**src/rtl/fft_input_buffer.sv**
```systemverilog
// rtl/fft_input_buffer.sv - collects 16 serial samples into a parallel frame for the FFT butterflies
module fft_input_buffer #(
   parameter int FCNT_W = 6
) (
   input  logic              clk,
   input  logic              rst,
   input  logic              in_valid,
   input  logic [15:0]       in_data,
   output logic              out_valid,
   output logic [15:0]       x0,
   output logic [15:0]       x1,
   output logic [15:0]       x2,
   output logic [15:0]       x3,
   output logic [15:0]       x4,
   output logic [15:0]       x5,
   output logic [15:0]       x6,
   output logic [15:0]       x7,
   output logic [15:0]       x8,
   output logic [15:0]       x9,
   output logic [15:0]       x10,
   output logic [15:0]       x11,
   output logic [15:0]       x12,
   output logic [15:0]       x13,
   output logic [15:0]       x14,
   output logic [15:0]       x15,
   output logic [3:0]        fill,
   output logic [FCNT_W-1:0] frame_cnt
);

   logic [15:0]       cap_q [15];
   logic [15:0]       cap_d [15];
   logic [15:0]       x_q [16];
   logic [15:0]       x_d [16];
   logic [3:0]        wr_idx_q;
   logic [3:0]        wr_idx_d;
   logic              out_valid_q;
   logic              out_valid_d;
   logic [FCNT_W-1:0] frame_cnt_q;
   logic [FCNT_W-1:0] frame_cnt_d;

   // The 16th sample bypasses the capture buffer and lands directly in x15,
   // so the next frame can start in cap[0] on the very next edge.
   always_comb begin
      cap_d       = cap_q;
      x_d         = x_q;
      wr_idx_d    = wr_idx_q;
      out_valid_d = 1'b0;
      frame_cnt_d = frame_cnt_q;
      if (in_valid) begin
         if (wr_idx_q == 4'd15) begin
            for (int i = 0; i < 15; i++) begin
               x_d[i] = cap_q[i];
            end
            x_d[15]     = in_data;
            wr_idx_d    = 4'd0;
            out_valid_d = 1'b1;
            frame_cnt_d = frame_cnt_q + FCNT_W'(1);
         end else begin
            cap_d[wr_idx_q] = in_data;
            wr_idx_d        = wr_idx_q + 4'd1;
         end
      end
   end

   always_ff @(posedge clk) begin
      if (rst) begin
         for (int i = 0; i < 15; i++) begin
            cap_q[i] <= 16'd0;
         end
         for (int i = 0; i < 16; i++) begin
            x_q[i] <= 16'd0;
         end
         wr_idx_q    <= 4'd0;
         out_valid_q <= 1'b0;
         frame_cnt_q <= '0;
      end else begin
         cap_q       <= cap_d;
         x_q         <= x_d;
         wr_idx_q    <= wr_idx_d;
         out_valid_q <= out_valid_d;
         frame_cnt_q <= frame_cnt_d;
      end
   end

   assign out_valid = out_valid_q;
   assign fill      = wr_idx_q;
   assign frame_cnt = frame_cnt_q;
   assign x0        = x_q[0];
   assign x1        = x_q[1];
   assign x2        = x_q[2];
   assign x3        = x_q[3];
   assign x4        = x_q[4];
   assign x5        = x_q[5];
   assign x6        = x_q[6];
   assign x7        = x_q[7];
   assign x8        = x_q[8];
   assign x9        = x_q[9];
   assign x10       = x_q[10];
   assign x11       = x_q[11];
   assign x12       = x_q[12];
   assign x13       = x_q[13];
   assign x14       = x_q[14];
   assign x15       = x_q[15];

endmodule

```
**config.mk**
```make
export PLATFORM = sky130hd
export DESIGN_NAME = fft_input_buffer
export DESIGN_NICKNAME = d
export VERILOG_FILES = /design/src/rtl/fft_input_buffer.sv
export SDC_FILE = /design/constraint.sdc
export NUM_CORES = 1
export LEC_CHECK = 0
export ABC_AREA = 1
export CORE_MARGIN = 2
export CORE_UTILIZATION = 54
export CTS_CLUSTER_SIZE = 12
export DETAILED_ROUTE_END_ITERATION = 7
export PLACE_DENSITY = 0.8
export SYNTH_ARGS = -nofsm -noshare
export SYNTH_HDL_FRONTEND = slang
export SYNTH_SLANG_ARGS = --single-unit
```
**constraint.sdc**
```tcl
create_clock -name clk -period 1.6 [get_ports clk]
set_input_delay 0.24 -clock clk [delete_from_list [all_inputs] [get_ports clk]]
set_output_delay 0.24 -clock clk [all_outputs]
set_load 0.005 [all_outputs]
```
Yosys cells after proc, flatten, opt, wreduce, memory -nomap -nowiden
Index checks and enable logic that the tools add are counted.
{"block": "word_totals", "register_bits": 507, "in_bits": 19, "output_inout_bits": 267, "wordCells": 51}
{"block": "classes", "n_addsub": 2, "order_cmp": 2, "n_eq_ne": 1, "muxes": 5, "n_bitwise": 3, "n_reduce_logical": 4}
{"operator": "240-bit bitwise mux", "count": 1}
{"operator": "16-bit demux with 4-bit select", "count": 1}
{"operator": "16-bit two-way mux", "count": 1}
{"operator": "6-bit by 1-bit adder with 6-bit output (second input constant)", "count": 1}
{"operator": "5-bit >= comparator (second input constant)", "count": 1}
{"operator": "5-bit by 1-bit < comparator with 1-bit output (second input constant)", "count": 1}
{"operator": "4-bit NOT with 5-bit output", "count": 1}
{"operator": "4-bit by 1-bit adder with 4-bit output (second input constant)", "count": 1}
{"operator": "4-bit equality test (second input constant)", "count": 1}
{"operator": "4-bit two-way mux", "count": 1}
{"operator": "2-bit AND reduction", "count": 2}
{"operator": "1-bit NOT", "count": 2}
{"operator": "2-bit OR reduction", "count": 1}
{"operator": "1-bit logical AND", "count": 1}
{"operator": "1-bit two-way mux", "count": 1}

Longest topological paths before layout
{"block": "depth", "ltp_word": 6, "depth_mapped": 9, "mapped_depth_nobuf": 7}

Worst setup path after synthesis
No wires, ideal clock.
{"block": "synth_timing", "kind": "register to register", "startpoint": "register wr_idx_q[0] (netlist: fill[0])", "endpoint": "register x_q (netlist bit x1[0])", "setup_ps": 116, "arrival_time_ps": 1361, "path_slack_ps": 123, "stages_incl_launch_ff": 9, "synth_period_minus_slack_ps": 1477, "cell_sequence": "dfxtp_1 > ha_1 > nand2_1 > nor2_4 > inv_2 > buf_4 > buf_2 > nor2_1 > nor2_1"}
{"block": "synth_via", "elab_chain_cells": 2}
{"element": "from (decl)", "line_no": "34", "text": "logic [3:0] wr_idx_q;"}
{"element": "from (signal assigned)", "line_no": "79", "text": "wr_idx_q <= wr_idx_d;"}
{"element": "4-bit equality test", "line_no": "50", "text": "if (wr_idx_q == 4'd15) begin"}
{"element": "2-bit AND reduction (no line)"}
{"element": "to (signal, indexed assignment)", "line_no": "71", "text": "x_q[i] <= 16'd0;"}
{"element": "to (signal assigned)", "line_no": "78", "text": "x_q <= x_d;"}
{"element": "to (decl)", "line_no": "32", "text": "logic [15:0] x_q [16];"}
Every way passes these cells.
A chain may end at the register's enable or synchronous reset.

Worst setup path in the final report
{"block": "layout_timing", "startpoint": "register wr_idx_q[0] (netlist: fill[0])", "endpoint": "register cap_q[95] (netlist name)"}
{"block": "layout_via", "elab_chain_cells": 6, "elab_cells_between_ends": 10}
{"element": "4-bit NOT with 5-bit output (not written as such)", "line_no": "59", "text": "cap_d[wr_idx_q] = in_data;"}
{"element": "5-bit >= comparator (not written as such) / 5-bit by 1-bit < comparator with 1-bit output (equally long branches)", "line_no": "59"}
{"element": "1-bit logical AND (not written as such)", "line_no": "59"}
{"element": "16-bit two-way mux (not written as such)", "line_no": "59"}
{"element": "16-bit demux with 4-bit select", "line_no": "59"}
{"element": "240-bit bitwise mux", "line_no": "59"}
{"element": "to (signal assigned)", "line_no": "77", "text": "cap_q <= cap_d;"}
{"element": "to (decl)", "line_no": "30", "text": "logic [15:0] cap_q [15];"}
Several ways; a longest one is shown, not always the timed one.

==> impl_results.md <==
* Status: finished, violations left
* Failing checks: setup timing
* Internal at 0.01938 W
* Worst setup SP type: flip-flop
* 1st-pass router iterations at 6
* Comb pwr share at 5.2%
* Switching Fraction at 22.10%
* Slew Limit Headroom at 66.03%
* # diodes at 0
* Cell variety after synth at 27
* GRT Util Overall at 30.13%
* Hold Crit Depth at 3
* Port Buf Inserts at 285
* Slew Limit Fails at 0
* CP Data Required Time at 2.04 ns
* CTS buffer count at 50
* Die area at 35870 um^2
* Crit end category: flip-flop
* Final Hold Fails at 0
* Antenna Nets Post-Route at 0
* Final min period at 1.716 ns
* Synthesized instance count at 2471
* Clock share of power at 43.5%
* WL per Instance at 18.36 um
* CTS tree: built
* Worst Skew at 0.01643 ns
* Final worst setup slack at -0.1156 ns
* Core area at 33700 um^2
* Least-Margin Pin Slew at 0.5057 ns
* Switching Power at 0.005499 W
* Placed Instances at 3148
* Area grow syn2layout at 37.39%
* Power per cell area at 975.7 nW/um^2
* Finished Layout Cells at 3276
* Die width at 189.4 um
* Reg2reg path depth at 12
* Crit Path Class: flip-flop to flip-flop
* Max Root-Sink Buffers at 3
* Syn avg cell area at 7.512 um^2
* Clock latency on the worst-skew pair at 0.55 ns
* Pin count of the biggest net entering global routing at 52
* H-tree levels at 2
* Seq pwr share at 51.3%
* Mapped Area at 18560 um^2
* Final GP Congestion at 0.8413
* Detail Placement HPWL at 34230 um
* Fin crit share at 107.2%
* FMAX at 582.9 MHz
* Residual DRC at 0
* Via count at 17.81k
* LEAKAGE at 12.68 nW
* Antenna violations before repair at 1
* Root Driver: clkbuf_16
* Peak VDD IR at 0.6869 mV
* CP max FO at 16
* Detailed Route WL at 60150 um
* Starting Density at 55.08%
* First-pass GRT wire length at 86610 um
* Worst-path clk slew at 0.06 ns
* I/O pin total at 286
* Final setup fails at 173
* Worst path slowest cell: dfxtp_4
* Seq cells post-synth at 507
* Seq/Total Area, Yosys at 54.68%
* Die Y at 189.4 um
* Cts hold-fix bufs at 0
* Vias per cell at 5.436
* Syn nets at 2496
* Final #Nets at 2836
* CP most frequent cell: buf_12
* Initial DRC count at 1621
* Rows at 67
* WP data arrival at 2.15 ns
* Warning count from the yosys run at 0
* Remaining global-route overflow at 0
* Vias in the first global route at 16.53k
* CTS sink count at 507
* Critical Path Max Stage Delay at 0.35 ns
* Reg-to-reg slack, setup at -0.12 ns
* Share of layout cells above drive strength 1 at 17.61%
* Fin util at 75.67%
* Hold/Removal Path Class: input pin to flip-flop
* Max Cap Viol at 0
* CP Cell Sequence: buf_6 -> ha_4 -> nand3_4 -> nand2_4 -> buf_12 -> buf_12 -> nor2_4 -> buf_12 -> clkbuf_16 -> nand2_1 -> nand2_1 -> nor2_1
* RSZ-0062 raised after global routing: true
==> synthesized netlist by cell type, drive strengths merged <==
| master | instances | area [um^2] |
|---|---|---|
| nor4 | 1 | 6.260 |
| dfxtp | 507 | 10150 |
| clkbuf | 43 | 161.4 |
| nand2 | 494 | 1864 |
| nand3 | 13 | 70.07 |
| o21a | 1 | 7.510 |
| a21oi | 70 | 350.3 |
| buf | 133 | 899.6 |
| o21ai | 261 | 1306 |
| nor2 | 894 | 3470 |
| nand4 | 3 | 31.28 |
| ha | 6 | 75.07 |
| nor3 | 1 | 5.000 |
| inv | 44 | 165.2 |
==> cells in the final DEF (no fill, tap or decap), drive strengths merged <==
cell type and instances:
bufbuf 1, nand2 494, clkdlybuf4s50 19, nor3 1, a21oi 70, dlygate4sd2 263
ha 6, nand4 3, clkinv 1, dfxtp 507, nand3 13, clkinvlp 1
nor4 1, clkdlybuf4s15 1, clkbuf 94, o21ai 261, inv 46, o21a 1
nor2 894, buf 151
==> metrics by stage <==
| step | TNS, ns | total power [W] | hold slack, ns | cell area [um^2] | setup WS, ns |
|---|---|---|---|---|---|
| 2_1_floorplan | 0 | 0.01364 | 0.3749 | 18560 | 0.1232 |
| 3_3_place_gp | -29.12 | 0.01414 | 0.4373 | 22380 | -0.1320 |
| 3_5_place_dp | -54.95 | 0.01416 | 0.4456 | 22380 | -0.2001 |
| 4_1_cts | -2.592 | 0.02478 | 0.4218 | 24220 | -0.04846 |
| 5_1_grt | -22.37 | 0.02557 | 0.4544 | 25500 | -0.1607 |
| 6_report | -7.440 | 0.02488 | 0.4450 | 25500 | -0.1156 |
==> flip-flops by register name (all words and copies together), names as in the netlist, 16 cells and up <==
| register | count |
|---|---|
| x2 | 16 |
| x11 | 16 |
| x6 | 16 |
| x12 | 16 |
| x0 | 16 |
| x14 | 16 |
| x4 | 16 |
| x15 | 16 |
| x5 | 16 |
| x10 | 16 |
| x1 | 16 |
| x13 | 16 |
| cap_q | 240 |
| x9 | 16 |
| x3 | 16 |
| x8 | 16 |
| x7 | 16 |
==> power groups by stage <==
stage / registers (W) / clock network [W] / logic [W]
2_1_floorplan: 0.0130 / 0 / 0.000606
3_3_place_gp: 0.0130 / 0 / 0.00110
3_5_place_dp: 0.0130 / 0 / 0.00112
4_1_cts: 0.0128 / 0.0109 / 0.00116
5_1_grt: 0.0128 / 0.0114 / 0.00138
6_report: 0.0128 / 0.0108 / 0.00129
==> cell families (layout without fill, tap and decap cells) <==
kind of cell,count (synthesis),count (layout),synth area share (%)
buf+inv,220,577,6.606
compound gates,332,332,8.965
flops,507,507,54.68
fa+ha+maj,6,6,0.4044
simple gates,1406,1406,29.34
==> critical path, delay by kind of cell (launching register included) <==
kind	cells	cell delay (ns)
buffers and inverters	5	0.68
AND/OR/NAND/NOR	6	0.39
flip-flops	1	0.35
adder cells (fa/ha/maj)	1	0.16
==> final cells by class <==
class                   count  area (um^2)
fillers                  2431         8198
well taps                 448        560.5
multi-input cells        1744         7807
clock inverters             2        16.27
flip-flops and latches    507        10240
inverters                  44        185.2
repair inverters            2        13.76
repair buffers            462         5236
clock buffers              67         1439
==> routing by layer <==
layer	GRT usage [%]	share of wire (%)	vias to the layer above
met2	50.27	48	949
met4	13.42	4.1	2
met5	0	0.027	-
met3	5.968	8.7	177
met1	37.88	39	8338
li1	-	-	8343
==> path summary, 6_finish.rpt <==
kind | endpoint | start
worst max-delay path | cap_q[95]$_SDFFE_PP0P_ | fill[0]$_SDFFE_PP0P_
worst max register to register | cap_q[95]$_SDFFE_PP0P_ | fill[0]$_SDFFE_PP0P_
worst min register to register | x0[1]$_SDFFE_PP0P_ | cap_q[225]$_SDFFE_PP0P_
worst min-delay path | cap_q[160]$_SDFFE_PP0P_ | in_data[0]
==> timing repair <==
item	CTS	global route
pin swaps	5	31
gates cloned	13	29
buffers inserted	13	6
endpoints found under the setup margin	538	441
resized for setup	394	219
Note: power is estimated with default switching activity, not from simulation.
